[config.mk]
export PLATFORM = sky130hd
export DESIGN_NAME = hub75_spi_streamer
export DESIGN_NICKNAME = d
export VERILOG_FILES = /design/src/rtl/hub75_spi_streamer.sv
export SDC_FILE = /design/constraint.sdc
export NUM_CORES = 1
export LEC_CHECK = 0
export ABC_AREA = 1
export BUFFER_PORTS_ARGS = -buffer_cell sky130_fd_sc_hd__buf_2
export CAP_MARGIN = 5
export CORE_UTILIZATION = 40
export CTS_CLUSTER_DIAMETER = 30
export DETAILED_ROUTE_END_ITERATION = 10
export HOLD_SLACK_MARGIN = 0.08
export PLACE_DENSITY_LB_ADDON = 0.05
export SLEW_MARGIN = 10
export SYNTH_ARGS = -nofsm -noshare
export SYNTH_HDL_FRONTEND = slang
export SYNTH_SLANG_ARGS = --single-unit
[constraint.sdc]
create_clock -name clk -period 3.9 [get_ports clk]
set_input_delay 0.195 -clock clk [delete_from_list [all_inputs] [get_ports clk]]
set_output_delay 0.195 -clock clk [all_outputs]
set_load 0.005 [all_outputs]
[src/rtl/hub75_spi_streamer.sv]
// SPI master streaming one frame of pixel words to the HUB75 panel controller's SPI input.
// Mode 0, MSB first, no chip-select needed by the slave; spi_cs_n only marks the frame envelope.
module hub75_spi_streamer #(
    parameter int CLK_DIV         = 2,
    parameter int WORDS_PER_FRAME = 2048,
    parameter int WORD_BITS       = 16
) (
    input  logic                 clk,
    input  logic                 reset,
    input  logic                 start,
    input  logic [WORD_BITS-1:0] pixel_data,
    input  logic                 pixel_valid,
    output logic                 pixel_ready,
    output logic                 busy,
    output logic                 frame_done,
    output logic                 spi_clk,
    output logic                 spi_mosi,
    output logic                 spi_cs_n,
    input  logic                 spi_miso,
    output logic [2:0]           fsm_state
);

    localparam int WCW = (WORDS_PER_FRAME > 1) ? $clog2(WORDS_PER_FRAME) : 1;
    localparam int BCW = (WORD_BITS > 1) ? $clog2(WORD_BITS) : 1;
    localparam int DCW = $clog2(CLK_DIV) + 1;

    localparam logic [WCW-1:0] LAST_WORD = WCW'(WORDS_PER_FRAME - 1);
    localparam logic [BCW-1:0] LAST_BIT  = BCW'(WORD_BITS - 1);
    localparam logic [DCW-1:0] DIV_TERM  = DCW'(CLK_DIV - 1);

    typedef enum logic [2:0] {
        IDLE       = 3'd0,
        LOAD       = 3'd1,
        SHIFT_LOW  = 3'd2,
        SHIFT_HIGH = 3'd3,
        DONE       = 3'd4
    } state_t;

    state_t               state;
    logic [WCW-1:0]       word_cnt;
    logic [BCW-1:0]       bit_cnt;
    logic [DCW-1:0]       div_cnt;
    // The MSB goes straight to spi_mosi on load, so only the remaining bits are held here.
    logic [WORD_BITS-2:0] shreg;

    // MISO is not part of this link; the panel controller ties it low.
    logic unused_miso;
    assign unused_miso = spi_miso;

    // Handshake: a word transfers on a rising clk edge where pixel_valid && pixel_ready.
    // pixel_ready depends only on state, never on pixel_valid; the source may hold
    // pixel_valid low for any time (underrun simply stretches the frame).
    assign pixel_ready = (state == LOAD);
    assign fsm_state   = state;

    always_ff @(posedge clk) begin
        if (reset) begin
            state      <= IDLE;
            word_cnt   <= '0;
            bit_cnt    <= '0;
            div_cnt    <= '0;
            shreg      <= '0;
            spi_clk    <= 1'b0;
            spi_mosi   <= 1'b0;
            spi_cs_n   <= 1'b1;
            busy       <= 1'b0;
            frame_done <= 1'b0;
        end else begin
            frame_done <= 1'b0;
            case (state)
                IDLE: begin
                    if (start) begin
                        state    <= LOAD;
                        spi_cs_n <= 1'b0;
                        busy     <= 1'b1;
                        word_cnt <= '0;
                    end
                end
                LOAD: begin
                    spi_clk <= 1'b0;
                    if (pixel_valid) begin
                        shreg    <= pixel_data[WORD_BITS-2:0];
                        spi_mosi <= pixel_data[WORD_BITS-1];
                        bit_cnt  <= LAST_BIT;
                        div_cnt  <= '0;
                        state    <= SHIFT_LOW;
                    end
                end
                SHIFT_LOW: begin
                    if (div_cnt == DIV_TERM) begin
                        spi_clk <= 1'b1;
                        div_cnt <= '0;
                        state   <= SHIFT_HIGH;
                    end else begin
                        div_cnt <= div_cnt + DCW'(1);
                    end
                end
                SHIFT_HIGH: begin
                    if (div_cnt == DIV_TERM) begin
                        // MOSI only moves together with the falling edge, giving a full low phase of setup.
                        spi_clk <= 1'b0;
                        div_cnt <= '0;
                        if (bit_cnt != '0) begin
                            spi_mosi <= shreg[WORD_BITS-2];
                            shreg    <= {shreg[WORD_BITS-3:0], 1'b0};
                            bit_cnt  <= bit_cnt - BCW'(1);
                            state    <= SHIFT_LOW;
                        end else if (word_cnt == LAST_WORD) begin
                            state <= DONE;
                        end else begin
                            word_cnt <= word_cnt + WCW'(1);
                            state    <= LOAD;
                        end
                    end else begin
                        div_cnt <= div_cnt + DCW'(1);
                    end
                end
                DONE: begin
                    spi_cs_n   <= 1'b1;
                    frame_done <= 1'b1;
                    busy       <= 1'b0;
                    spi_mosi   <= 1'b0;
                    state      <= IDLE;
                end
                default: begin
                    state <= IDLE;
                end
            endcase
        end
    end

endmodule

==> run metrics <==
status=completed; Yosys reg bits=40; number of warnings printed during yosys synthesis=0; Synth Area per Inst=6.34 um^2; per-cell routed wire length=around 11 um; Max VDD drop=approximately 0.26 mV; via/cell ratio=between 4 and 5; grt ovf=0; Ports=30; initial antenna violation count=0; area growth from synthesis to layout=12.5%; Worst setup EP type=flip-flop; worst slack, placed=1.70 ns; Pwr Total=around 1.4 mW; Initial Util=between 40% and 50%; clock buffer depth=2; Final Wtd Congestion=about 0.78; achievable frequency=around 0.45 GHz; FF-to-FF setup slack=between 1.5 and 2 ns; worst reg2reg path depth=7; Crit Path Class=flip-flop to flip-flop; DRC viols=0; row count=25; sw frac=39.1%; Setup WS post-layout=~1.7 ns; CORE AREA=4880 um^2; total iterations of the first detailed-routing run=4; root buf cell=clkbuf_8; CP arrival=between 2 and 2.5 ns; unrepaired setup endpoints after global routing=false; Max FO, Critical Path=26; port bufs=28; TritonCTS clock tree=built; net count after synthesis=353; worst r2r src=fsm_state[1]; Net Sw Power=approximately 570 uW; latest clock arrival within the worst-skew pair=a little under 0.3 ns; number of global-route vias before repair=approximately 1700; CTS Buf Count=5; max cap viols=0; Layout Nets=between 300 and 400; Hold Startpoint=pixel_data[0]; Die X=74.3 um; Yosys cell types=24; layout cell share with drive strength beyond 1=14.4%; Flop pwr share=between 40 and 50%; Hold Path Class=primary input to flip-flop; ANT cells=0; Final Skew=between 0.008 and 0.009 ns; final hold violation count=0; Total GRT Usage=18.2%; crit path launch type=flip-flop; detailed router's first-iteration violation count=113; PD cells=615 nW/um^2; fin crit period=approximately 2.2 ns; Slowest cell on crit path=nand3_2; # setup viols final=0; Critical R2R Capture=word_cnt[2]; global-route wire length before repair=about 7.7 mm; P_int=roughly 900 uW; actual slew at the worst max-slew pin=around 0.85 ns; CTS Hold Bufs=0; Die Footprint=between 5000 and 6000 um^2; period utilization=between 50% and 60%; # H-tree levels=2; Hold Path Depth=3; final wirelength=approximately 4.5 mm; CTS Sinks=40; Die Y=74.3 um; Final ANT Viol Nets=0; commonest non-fill, non-tap cell in the layout=nand2_1; Clk pwr share=23.3%; highest-count cells in the layout ignoring fill and taps=nand2_1 (109), nor2_1 (61), dfxtp_1 (40); critical path, cell by cell=nand3_2 -> nor2_1 -> nor2_1 -> nor2_1 -> nand2_1 -> nand2_1 -> a21oi_1; critical path's largest stage delay=about 0.53 ns; Post-Synthesis Cell Area=between 2000 and 2500 um^2; largest net degree at the start of global routing=27; dpl hpwl=3.05 mm; TNS Setup=0 ns; Post-CTS Setup Bufs=0; # resized after CTS=0; Hold EP=shreg[0]; synthesized instance count=330; Critical Path RT=4.07 ns; combinational fraction of design power=a little over a third; DR vias=between 1500 and 2000; Leak=1.10 nW; count of pins over their slew limit=0; Fillers=about 550; final core occ=48.3%; Seq/Total Area, Yosys=38.3%; Crit path top cell by count=nor2_1; Clk pin slew, worst setup/hold paths=~0.08 ns; Slew headroom=43.5%
==> routing by layer <==
layer  vias up  wire length, um  GRT usage (%)
met5         -                0              0
met4         0               52           5.03
met3         6              120           4.07
met2        24             2130           31.8
met1       875             2250           22.5
li1       1078                -              -
==> final cells by class <==
| class | count | area, um^2 | share of cell area (%) |
|---|---|---|---|
| well taps | 67 | 83.8 | 3.56 |
| repair buffers | 29 | 148 | 6.27 |
| flip-flops and latches | 40 | 801 | 34.0 |
| clock inverters | 2 | 35.0 | 1.49 |
| clock buffers | 6 | 72.6 | 3.08 |
| inverters | 28 | 113 | 4.78 |
| multi-input cells | 250 | 1100 | 46.8 |
==> cell families (layout without fill, tap and decap cells) <==
logic type	after synthesis	count (layout)	share of synthesized area, %
AND/OR/NAND/NOR	202	202	39.8
AO/OA/AOI/OAI	44	44	10.8
flip-flops	40	40	38.3
buffers and inverters	40	65	9.08
adder cells (fa/ha/maj)	2	2	1.20
XOR/XNOR	2	2	0.837
==> sequential cells by signal, indices dropped and copies added, names as in the netlist <==
| name | count |
|---|---|
| word_cnt | 11 |
| spi_clk | 1 |
| spi_cs_n | 1 |
| spi_mosi | 1 |
| div_cnt | 2 |
| bit_cnt | 4 |
| busy | 1 |
| fsm_state | 3 |
| shreg | 15 |
| frame_done | 1 |
==> power groups by stage <==
stage,Combinational [mW],Clock (mW),Sequential [mW]
2_1_floorplan,0.437,0,0.577
3_3_place_gp,0.525,0,0.594
3_5_place_dp,0.528,0,0.594
4_1_cts,0.530,0.348,0.586
5_1_grt,0.609,0.360,0.600
6_report,0.523,0.337,0.587
==> critical path, delay by kind of cell, from the launching register on <==
family | cells | cell delay (ns)
DFF | 1 | 0.52
and+or+nand+nor | 6 | 1.50
AOI/OAI and AO/OA | 1 | 0.06
==> worst max-delay path by stage <==
stage / slack, ns / to / cells after the start / from
global route: 1.40 / word_cnt[0] / 7 / fsm_state[1]
finish: 1.69 / word_cnt[2] / 7 / fsm_state[1]
CTS: 1.68 / word_cnt[4] / 7 / fsm_state[1]
floorplan: 2.37 / word_cnt[1] / 8 / word_cnt[0]
detailed placement: 1.70 / word_cnt[2] / 7 / fsm_state[1]
global placement: 1.70 / bit_cnt[1] / 9 / fsm_state[1]
==> through the flow <==
step	instances	instance area, um^2	hold WS, ns
final	422	2350	0.164
after floorplan	330	2090	0.359
after detailed placement	414	2250	0.431
after global routing	422	2350	0.195
after global placement	414	2250	0.427
after CTS	422	2350	0.164
==> Yosys cell counts <==
master / instances / share of area (%)
a21oi_1: 18 / 4.3
a31oi_1: 1 / 0.30
buf_2: 1 / 0.24
buf_6: 4 / 2.2
clkbuf_1: 6 / 1.1
clkbuf_2: 1 / 0.24
dfxtp_1: 40 / 38
ha_1: 2 / 1.2
inv_1: 26 / 4.7
inv_2: 1 / 0.18
inv_8: 1 / 0.54
nand2_1: 109 / 20
nand2_2: 3 / 0.90
nand2_4: 1 / 0.54
nand3_1: 13 / 3.1
nand3_2: 1 / 0.48
nand4_1: 4 / 1.2
nor2_1: 61 / 11
nor2_2: 8 / 2.4
nor3b_1: 2 / 0.72
o211ai_1: 1 / 0.36
o21a_1: 1 / 0.36
o21ai_0: 23 / 5.5
xnor2_1: 2 / 0.84
No activity file was read; power rests on OpenSTA's default activity.
